--- config.mk ---
export PLATFORM = sky130hd
export DESIGN_NAME = ltf_detector
export DESIGN_NICKNAME = d
export VERILOG_FILES = /design/src/rtl/ltf_detector.sv
export SDC_FILE = /design/constraint.sdc
export NUM_CORES = 1
export LEC_CHECK = 0
export ABC_CLOCK_PERIOD_IN_PS = 24400
export CORE_MARGIN = 3
export CORE_UTILIZATION = 30
export CTS_CLUSTER_DIAMETER = 60
export DETAILED_ROUTE_END_ITERATION = 7
export SYNTH_ARGS = -nofsm -noshare
export SYNTH_HDL_FRONTEND = slang
export SYNTH_SLANG_ARGS = --single-unit
export TNS_END_PERCENT = 50
--- constraint.sdc ---
create_clock -name clk -period 24.4 [get_ports clk]
set_clock_uncertainty 0.2 [all_clocks]
set_input_delay 4.88 -clock clk [delete_from_list [all_inputs] [get_ports clk]]
set_output_delay 4.88 -clock clk [all_outputs]
set_load 0.01 [all_outputs]
--- src/rtl/ltf_detector.sv ---
// LTF detector: sign-correlates a 64-sample window against the LTF pattern, locks on two peaks 64 apart, then forwards samples.
// Latency: score/score_stb, ltf_found, ltf_timeout and out_sample/out_stb all appear 1 cycle after the sample_stb that caused them.
// No backpressure: every sample_stb is consumed in the cycle it is presented.
module ltf_detector #(
    parameter int THRESHOLD = 112,
    parameter int GAP_TOL   = 1,
    parameter int TIMEOUT   = 1024
) (
    input  logic         clk,
    input  logic         reset,
    input  logic         arm,
    input  logic [127:0] ref_signs,
    input  logic [31:0]  sample_in,
    input  logic         sample_stb,
    output logic [7:0]   score,
    output logic         score_stb,
    output logic         ltf_found,
    output logic         ltf_timeout,
    output logic         locked,
    output logic [6:0]   peak_gap,
    output logic [7:0]   peak_score,
    output logic [31:0]  out_sample,
    output logic         out_stb
);

    localparam int             TW     = $clog2(TIMEOUT + 1);
    localparam logic [TW-1:0]  TOUT   = TW'(TIMEOUT);
    localparam logic [7:0]     THR    = 8'(THRESHOLD);
    localparam logic [6:0]     GAP_LO = 7'(64 - GAP_TOL);
    localparam logic [6:0]     GAP_HI = 7'(64 + GAP_TOL);
    localparam logic [6:0]     FULL   = 7'd64;

    typedef enum logic [1:0] {
        ST_IDLE    = 2'd0,
        ST_SEARCH1 = 2'd1,
        ST_WAIT2   = 2'd2,
        ST_LOCKED  = 2'd3
    } state_t;

    state_t         state;
    state_t         state_nxt;
    logic [127:0]   window;
    logic [127:0]   win_base;
    logic [127:0]   win_next;
    logic [6:0]     fill;
    logic [6:0]     fill_base;
    logic [6:0]     fill_next;
    logic [6:0]     gap;
    logic [6:0]     gap_inc;
    logic [TW-1:0]  tcnt;
    logic [TW-1:0]  tcnt_inc;
    logic [7:0]     score_next;
    logic           qualify;
    logic           found_nxt;
    logic           timeout_nxt;

    // Count of matching sign bits; one adder chain, fits the single-cycle score latency.
    function automatic logic [7:0] popcount(input logic [127:0] v);
        logic [7:0] c;
        c = '0;
        for (int i = 0; i < 128; i++) begin
            c = c + {7'd0, v[i]};
        end
        return c;
    endfunction

    // Window update: arm clears first so a same-cycle sample becomes the first entry; newest sample enters slot 63.
    always_comb begin
        win_base  = arm ? '0 : window;
        fill_base = arm ? '0 : fill;
        win_next  = win_base;
        fill_next = fill_base;
        if (sample_stb) begin
            win_next = {sample_in[31], sample_in[15], win_base[127:2]};
            if (fill_base != FULL) begin
                fill_next = fill_base + 7'd1;
            end
        end
        score_next = popcount(~(win_next ^ ref_signs));
        qualify    = sample_stb && (fill_next == FULL) && (score_next >= THR);
        gap_inc    = gap + 7'd1;
        tcnt_inc   = tcnt + 1'b1;
    end

    // FSM state register.
    always_ff @(posedge clk or posedge reset) begin
        if (reset) begin
            state <= ST_IDLE;
        end else begin
            state <= state_nxt;
        end
    end

    // FSM next state; decisions use the score being registered this cycle so pulses line up with score_stb.
    always_comb begin
        state_nxt = state;
        if (arm) begin
            state_nxt = ST_SEARCH1;
        end else if (sample_stb) begin
            case (state)
                ST_SEARCH1: begin
                    if (qualify) begin
                        state_nxt = ST_WAIT2;
                    end else if (tcnt_inc == TOUT) begin
                        state_nxt = ST_IDLE;
                    end
                end
                ST_WAIT2: begin
                    if (qualify && gap_inc >= GAP_LO && gap_inc <= GAP_HI) begin
                        state_nxt = ST_LOCKED;
                    end else if (gap_inc > GAP_HI) begin
                        state_nxt = ST_SEARCH1;
                    end
                end
                default: state_nxt = state;
            endcase
        end
    end

    // FSM pulse outputs, derived from the transition being taken.
    always_comb begin
        found_nxt   = !arm && sample_stb && (state == ST_WAIT2) && (state_nxt == ST_LOCKED);
        timeout_nxt = !arm && sample_stb && (state == ST_SEARCH1) && (state_nxt == ST_IDLE);
    end

    // Search counters and peak capture; arm wipes everything from the previous attempt.
    always_ff @(posedge clk or posedge reset) begin
        if (reset) begin
            gap        <= '0;
            tcnt       <= '0;
            peak_gap   <= '0;
            peak_score <= '0;
            locked     <= 1'b0;
        end else if (arm) begin
            gap        <= '0;
            tcnt       <= '0;
            peak_gap   <= '0;
            peak_score <= '0;
            locked     <= 1'b0;
        end else if (sample_stb) begin
            case (state)
                ST_SEARCH1: begin
                    if (qualify) begin
                        gap <= '0;
                    end else begin
                        tcnt <= tcnt_inc;
                    end
                end
                ST_WAIT2: begin
                    gap <= gap_inc;
                    if (found_nxt) begin
                        peak_gap   <= gap_inc;
                        peak_score <= score_next;
                        locked     <= 1'b1;
                    end else if (gap_inc > GAP_HI) begin
                        // Window is kept; the next peak may be found immediately.
                        tcnt <= '0;
                    end
                end
                default: ;
            endcase
        end
    end

    // Window, score and forwarded-sample pipeline registers.
    always_ff @(posedge clk or posedge reset) begin
        if (reset) begin
            window      <= '0;
            fill        <= '0;
            score       <= '0;
            score_stb   <= 1'b0;
            ltf_found   <= 1'b0;
            ltf_timeout <= 1'b0;
            out_sample  <= '0;
            out_stb     <= 1'b0;
        end else begin
            window      <= win_next;
            fill        <= fill_next;
            score_stb   <= sample_stb;
            ltf_found   <= found_nxt;
            ltf_timeout <= timeout_nxt;
            if (sample_stb) begin
                score <= score_next;
            end
            out_stb <= !arm && sample_stb && (state == ST_LOCKED);
            if (!arm && sample_stb && (state == ST_LOCKED)) begin
                out_sample <= sample_in;
            end
        end
    end

endmodule

Word-level counts from Yosys, hierarchy flattened
Cells that the tools add are included.
Widths: inputs -> output; s select.
{"block": "word_totals", "register_bits": 215, "out_inout_bits": 60}
{"block": "op_classes", "n_addsub": 130, "n_lt_le_gt_ge": 4, "eq_ne": 11, "n_mux": 34, "bitwise": 2, "n_reduce_logical": 19}
{"op": "$add 8x1->8", "count": 120}
{"op": "$mux 128", "count": 2}
{"op": "$not 128->128", "count": 1}
{"op": "$xor 128x128->128", "count": 1}
{"op": "$mux 7", "count": 10}
{"op": "$mux 11", "count": 5}
{"op": "$mux 8", "count": 4}
{"op": "$pmux 11 s2", "count": 1}
{"op": "$add 7x1->7 const B", "count": 2}
{"op": "$pmux 7 s2", "count": 1}
{"op": "$mux 2", "count": 6}
{"op": "$ne 3x3->1 const B", "count": 4}
{"op": "$add 11x1->11 const B", "count": 1}
{"op": "$eq 11x11->1 const B", "count": 1}
{"op": "$logic_and 1x1->1", "count": 10}
{"op": "$add 7x1->8", "count": 1}
{"op": "$ge 8x7->1 const B", "count": 1}
{"op": "$add 6x1->7", "count": 1}
{"op": "$eq 7x7->1 const B", "count": 1}
{"op": "$ge 7x6->1 const B", "count": 1}
{"op": "$gt 7x7->1 const B", "count": 1}
{"op": "$le 7x7->1 const B", "count": 1}
{"op": "$ne 7x7->1 const B", "count": 1}
{"op": "$add 5x1->6", "count": 1}
{"op": "other kinds (14)", "count": 22}

Logic depth before layout (Yosys ltp)
Gate-level depths: netlist of the first run.
{"block": "depth", "depth_word": 145, "depth_mapped": 35, "mapped_depth_nobuf": 30}

Worst setup path after synthesis of the first run
OpenSTA, ideal clock, no wires.
{"block": "synth_path", "path_type": "input -> register", "startpoint": "input port sample_stb", "endpoint": "register gap[3]", "t_arrival_ns": 13.932, "required_ns": 24.075, "setup_slack_ns": 10.144, "cell_stages": 32, "path_buffers": 3, "path_cell_list": "buf_2 clkbuf_1 buf_1 mux2i_1 nor2_1 xor2_1 fa_1 inv_1 fa_1 inv_1 fa_1 inv_1 fa_1 inv_1 fa_1 fa_1 fa_1 fa_1 fa_1 fa_1 inv_1 ha_1 inv_1 fa_1 nor2b_1 o22ai_1 nor3_1 a211oi_1 or4_4 a21boi_4 o21ai_4 mux2_2"}
{"element": "start: declaration", "line": "14", "source": "input logic sample_stb,"}
{"element": "$mux 128", "line": "73", "source": "if (sample_stb) begin"}
{"element": "named net win_next[46]", "line": "44", "source": "logic [127:0] win_next;"}
{"element": "$xor 128x128->128", "line": "79", "source": "score_next = popcount(~(win_next ^ ref_signs));"}
{"element": "$not 128->128", "line": "79"}
{"element": "$add 8x1->8 (82 in a row)", "line": "62", "source": "c = c + {7'd0, v[i]};"}
{"element": "$ge 8x7->1", "line": "80", "source": "qualify = sample_stb && (fill_next == FULL) && (score_next >= THR);"}
{"element": "$logic_and 1x1->1", "line": "80"}
{"element": "$ne 3x3->1 (no source line)"}
{"element": "$reduce_and 3->1 (no source line)"}
{"element": "end signal: assignment", "line": "150", "source": "gap <= gap_inc;"}
{"element": "end: declaration", "line": "48", "source": "logic [6:0] gap;"}
The timed path passes the listed nets, and every way through them passes these cells.
A chain may end at the register's enable or synchronous reset.

Final worst setup path of the first run
{"block": "layout_path", "startpoint": "input port sample_stb", "endpoint": "register tcnt[4]"}
{"element": "$mux 128 *", "line": "73"}
{"element": "named net win_next[64]", "line": "44"}
{"element": "$xor 128x128->128 *", "line": "79"}
{"element": "$not 128->128 *", "line": "79"}
{"element": "$add 8x1->8 * (64 in a row)", "line": "62"}
{"element": "$ge 8x7->1 *", "line": "80"}
{"element": "$logic_and 1x1->1 *", "line": "80"}
{"element": "$logic_and 1x1->1 (2 in a row)", "line": "109", "source": "if (qualify && gap_inc >= GAP_LO && gap_inc <= GAP_HI) begin"}
{"element": "$mux 2", "line": "109"}
{"element": "$pmux 2 s2", "line": "100", "source": "case (state)"}
{"element": "$mux 2", "line": "99", "source": "end else if (sample_stb) begin"}
{"element": "$mux 2", "line": "97", "source": "if (arm) begin"}
{"element": "$eq 2x2->1", "line": "122", "source": "found_nxt = !arm && sample_stb && (state == ST_WAIT2) && (state_nxt == ST_LOCKED);"}
{"element": "$logic_and 1x1->1", "line": "122"}
{"element": "$ne 3x3->1 (no source line)"}
{"element": "$reduce_and 5->1 (no source line) *"}
{"element": "end signal: assignment", "line": "146", "source": "tcnt <= tcnt_inc;"}
{"element": "end: declaration", "line": "50", "source": "logic [TW-1:0] tcnt;"}
The timed path passes the listed nets; every way through them passes the cells marked *.

==> metrics.csv, run 1 <==
metric,value,unit
"most common cell after layout, fill and taps aside",clkdlybuf4s50_1,
hold bufs inserted after CTS,0,
# resized after CTS,0,
Post CTS Setup Buffer Count,0,
CP Class,input pin to flip-flop,
Die X-Extent,219,um
area of the core,44600,um^2
Layout area overhead,28.4,%
share of cells above drive strength 1,0.0758,
root buf cell,clkbuf_16,
overflow left after global routing,0,
Max Used Layer,met5,
cts bufs inserted,30,
Post-synth EDFFs,0,
vias in the first global route,9911,
"Seq/Total Area, Yosys",0.394,
CP startpoint kind,input pin,
worst endpoint required time,24580,ps
drt wl/cell,17.2,um
Die Height,219,um
Slew HR,0.336,
Hold WS,286,ps
reg2reg path depth,29,
placed inst area,16500,um^2
met2 wire length,17.1,mm
Avg Vias per Cell,4.55,
post-synthesis net count,1524,
Worst-Margin Slew,995,ps
outcome,"finished, final reports clean",
vias,9291,
DRT met1 WL,15.6,mm
Synth async-reset ratio,1.00,
Worst R2R Setup Slack,14660,ps
f_max,66.4,MHz
most frequent cells in the layout,"clkdlybuf4s50_1, dfrtp_1, nor2_1, mux2i_1",
initial core utilization,0.306,
CTS tree,yes,
Fin. Hold Viols,0,
initial drt markers,397,
clock sinks,215,
r2r endpoint,tcnt[4],
die area,48100,um^2
Finished Layout Cells,2043,
met3 wire length,1.85,mm
cell taking the most area after synthesis,dfrtp_1,
IO buf count,223,
"Reg clk slew, reported paths",50,ps
routability cong.,0.840,
Tmin final,15060,ps
Final Cycle Share,0.617,
reg2reg start,window[48],
DR pass1 iterations,5,
max incr delay on CP,790,ps
Critical Path Most Common Cell,fa_1,
largest net degree at the start of global routing,81,
Nets,1742,
Worst Hold Path EP,locked,
RSZ-0062 raised after global routing,no,
Synth Instances,1211,
clk buf depth,3,
Critical Path AT,15240,ps
Avg Synthesized Cell Area,11.3,um^2
number of max-cap violations,0,
fin area,17500,um^2
Synth warnings,0,
row count,77,
Worst Hold Launch,locked,
Max Transition Viols Final,0,
top-area cell type share of the netlist area,0.394,
Post-Syn Area,13700,um^2
antenna violations before repair,2,
DRC viols,0,
Hold Path Stages,1,
CTS H-tree depth,1,
CP Capture Type,flip-flop,
Min-Delay Path Class,flip-flop to flip-flop,
Cell variety after synth,60,
GRT Util Overall,0.145,
Placed Instances,1989,
number of synthesized register bits,215,
global-route wire length before repair,54.6,mm
Setup Viol. Count Final,0,
Synth Flop Type,dfrtp_1,
CP max stage cell,a21boi_1,
final WL,35.0,mm
setup_tns,0,ps
I/O pins,224,
Antenna Nets Post-Route,0,
number of diodes,0,
Synth area leaders,"dfrtp_1, fa_1, mux2i_1",
crit-path max FO,80,
dpl hpwl,27.1,mm
clock latency on the worst-skew pair,560,ps
## flip-flops by register name, summed over array words and instances (netlist names)
name	count
peak_gap	7
peak_score	8
gap	7
fill	7
score_stb	1
ltf_found	1
locked	1
state	2
tcnt	11
score	8
out_stb	1
window	128
ltf_timeout	1
out_sample	32
## logic make-up after synthesis
kind of cell | synth area share
and+or+nand+nor | 0.0860
muxes | 0.134
DFF | 0.394
buffers and inverters | 0.0452
adders and majority gates | 0.200
xor gates and xnor gates | 0.0917
AOI/OAI and AO/OA | 0.0494
## per-stage QoR
stage | setup slack [ps] | util
after floorplan | 10140 | -
after global placement | 8550 | 0.370
after detailed placement | 8350 | 0.370
after CTS | 8970 | 0.393
after global routing | 8730 | 0.393
final | 9340 | 0.393
## per-layer routing
metal / up-vias / global-route usage
li1: 4430 / -
met1: 4572 / 0.197
met2: 246 / 0.244
met3: 39 / 0.0271
met4: 4 / 0.0231
met5: - / 0
## worst max-delay path by stage
stage	start	to	depth (start not counted)
final	sample_stb	tcnt[4]	32
after detailed placement	sample_stb	tcnt[8]	32
after CTS	sample_stb	tcnt[4]	32
after global routing	sample_stb	tcnt[0]	32
after floorplan	sample_stb	gap[3]	32
after global placement	sample_stb	tcnt[6]	32
## final cells by class
cell class | instances | area [um^2]
inverters | 118 | 450
multi-input cells | 834 | 7660
clock buffers | 39 | 785
fillers | 4295 | 27100
repair buffers | 230 | 2290
flip-flops and latches | 215 | 5380
well taps | 592 | 741
clock inverters | 15 | 238
## cell usage after synthesis (all sizes together) (26+ instances only)
master / instances
dfrtp: 215
mux2: 45
xnor2: 77
ha: 34
fa: 115
nor2: 153
xor2: 66
a21oi: 26
nand2: 34
mux2i: 132
inv: 117
o21ai: 27
## worst max-delay path, delay by kind of cell
family	cells	cell delay, ps
AOI/OAI and AO/OA	5	1930
adders and majority gates	12	5590
xor gates and xnor gates	1	190
buffers and inverters	9	1560
and+or+nand+nor	4	630
muxes	1	260
Power of run 1 is not shown: default switching activity piles up to over one toggle a cycle in this logic, so the estimate is an artifact.
==> run 2: changes to the inputs <==
- ABC_CLOCK_PERIOD_IN_PS: 24400 -> 12490
- clock period: 24.4 -> 12.49 ns (I/O delays scaled with it)
==> run 2 against run 1 <==
Effect of this change: final cell count is 0.54% higher; flip-flop and latch count did not move; core utilization is 0.23 points higher; first-iteration DRC count increased by 4.5%; via count increased by 1.1%; setup slack got worse by 8600 ps; worst hold slack got worse by 4.9 ps; wire length is 1.7% higher; critical path depth is 2 lower; clock-buffer cell count up 2.
==> metrics.csv, run 2 (synthesized netlist as in run 1, its figures left out) <==
metric,value,unit,change
outcome,"finished, final reports clean",,unchanged
DR pass1 iterations,5,,unchanged
IO buf count,223,,unchanged
DRC viols,0,,unchanged
worst endpoint required time,12770,ps,was 24580 ps
most frequent cells in the layout,"clkdlybuf4s50_1, dfrtp_1, nor2_1, mux2i_1",,unchanged
Nets,1756,,was 1742
CP startpoint kind,input pin,,unchanged
clock sinks,215,,unchanged
Layout area overhead,29.2,%,was 28.4%
Placed Instances,2002,,was 1989
clock latency on the worst-skew pair,560,ps,about the same
CP Capture Type,flip-flop,,unchanged
antenna violations before repair,0,,was 2
reg2reg path depth,29,,unchanged
"Reg clk slew, reported paths",60,ps,was 50 ps
CTS H-tree depth,1,,unchanged
Slew HR,0.305,,was 0.336
vias in the first global route,10104,,was 9911
Antenna Nets Post-Route,0,,unchanged
root buf cell,clkbuf_16,,unchanged
area of the core,44600,um^2,unchanged
dpl ws,211,ps,was 8350 ps
drt wl/cell,17.3,um,was 17.2 um
setup_tns,0,ps,unchanged
# resized after CTS,0,,unchanged
global-route wire length before repair,56.1,mm,was 54.6 mm
hold bufs inserted after CTS,0,,unchanged
initial drt markers,415,,was 397
Die Height,219,um,unchanged
sequential cell area,5380,um^2,unchanged
Fin. Hold Viols,0,,unchanged
vias,9396,,was 9291
number of max-cap violations,0,,unchanged
CTS tree,yes,,unchanged
f_max,85.2,MHz,
Critical Path Most Common Cell,fa_1,,unchanged
Setup Viol. Count Final,0,,unchanged
row count,77,,unchanged
Post CTS Setup Buffer Count,0,,unchanged
max FFs per register,128,,unchanged
final setup margin,749,ps,was 9340 ps
Finished Layout Cells,2054,,was 2043
final WL,35.6,mm,was 35.0 mm
Hold Path Stages,1,,unchanged
routability cong.,0.824,,was 0.840
RSZ-0062 raised after global routing,no,,unchanged
max incr delay on CP,740,ps,was 790 ps
number of diodes,0,,unchanged
Final Cycle Share,0.940,,
Avg Vias per Cell,4.57,,was 4.55
area of the multi-input gates,7660,um^2,unchanged
CP max stage cell,nor3b_1,,was a21boi_1
CP Class,input pin to flip-flop,,unchanged
Min-Delay Path Class,flip-flop to flip-flop,,unchanged
Tmin final,11740,ps,
dpl hpwl,27.5,mm,was 27.1 mm
Top Registers,"window x128, out_sample x32, tcnt x11",,unchanged
clk buf depth,3,,unchanged
Worst-Margin Slew,1040,ps,was 995 ps
initial core utilization,0.306,,unchanged
crit-path max FO,48,,was 80
largest net degree at the start of global routing,137,,was 81
Max Transition Viols Final,0,,unchanged
Largest Register,window,,unchanged
I/O pins,224,,unchanged
Die X-Extent,219,um,unchanged
GRT Util Overall,0.148,,was 0.145
overflow left after global routing,0,,unchanged
Worst R2R Setup Slack,2990,ps,was 14660 ps
"most common cell after layout, fill and taps aside",clkdlybuf4s50_1,,unchanged
cts bufs inserted,31,,was 30
"Core Util, Final",0.395,,was 0.393
Critical Path AT,12030,ps,was 15240 ps
Fillers,4288,,was 4295
share of cells above drive strength 1,0.0841,,was 0.0758
die area,48100,um^2,unchanged
-- run 2: changes by cell type in the layout (fill, tap and decap cells not counted) --
cell / before / now
clkinv_8: 1 / 0
a21boi_1: 1 / 0
bufinv_16: 5 / 3
a21boi_0: 0 / 1
buf_4: 8 / 18
inv_6: 3 / 1
clkbuf_16: 30 / 31
buf_12: 0 / 3
clkinvlp_4: 3 / 4
clkinv_2: 1 / 2
clkinv_4: 2 / 1
clkbuf_1: 9 / 7
clkbuf_8: 1 / 4
-- run 2: stage by stage --
stage	hold slack, ps	area (um^2)
4_1_cts	286	17600
2_1_floorplan	292	13700
5_1_grt	299	17600
3_5_place_dp	273	16600
3_3_place_gp	271	16600
6_report	281	17600
-- run 2: layout make-up --
cell class / count / share of cell area
multi-input cells: 834 / 0.434
flip-flops and latches: 215 / 0.305
repair buffers: 243 / 0.137
clock buffers: 41 / 0.0478
well taps: 592 / 0.0420
inverters: 118 / 0.0255
clock inverters: 11 / 0.00837
-- run 2: critical path: cells and delay by family --
family                     cells  cell delay (ps)
buffers and inverters          7              970
AOI/OAI and AO/OA              4              930
adders and majority gates     12             5680
xor gates and xnor gates       1              150
muxes                          1              200
and+or+nand+nor                5             1450
-- run 2: final timing paths --
kind / end / start
hold / removal: locked / locked
min in group asynchronous: out_sample[11] / reset
setup / recovery: tcnt[4] / sample_stb
hold reg to reg: locked / locked
setup reg to reg: tcnt[4] / window[46]
max in group asynchronous: window[97] / reset
-- run 2: layer usage --
metal,share of wire,global-route usage,vias to the layer above
met5,0,0,-
li1,-,-,4451
met2,0.49,0.251,232
met1,0.44,0.197,4668
met4,0.021,0.0320,0
met3,0.052,0.0299,45
Power of run 2 is left out for the same reason.
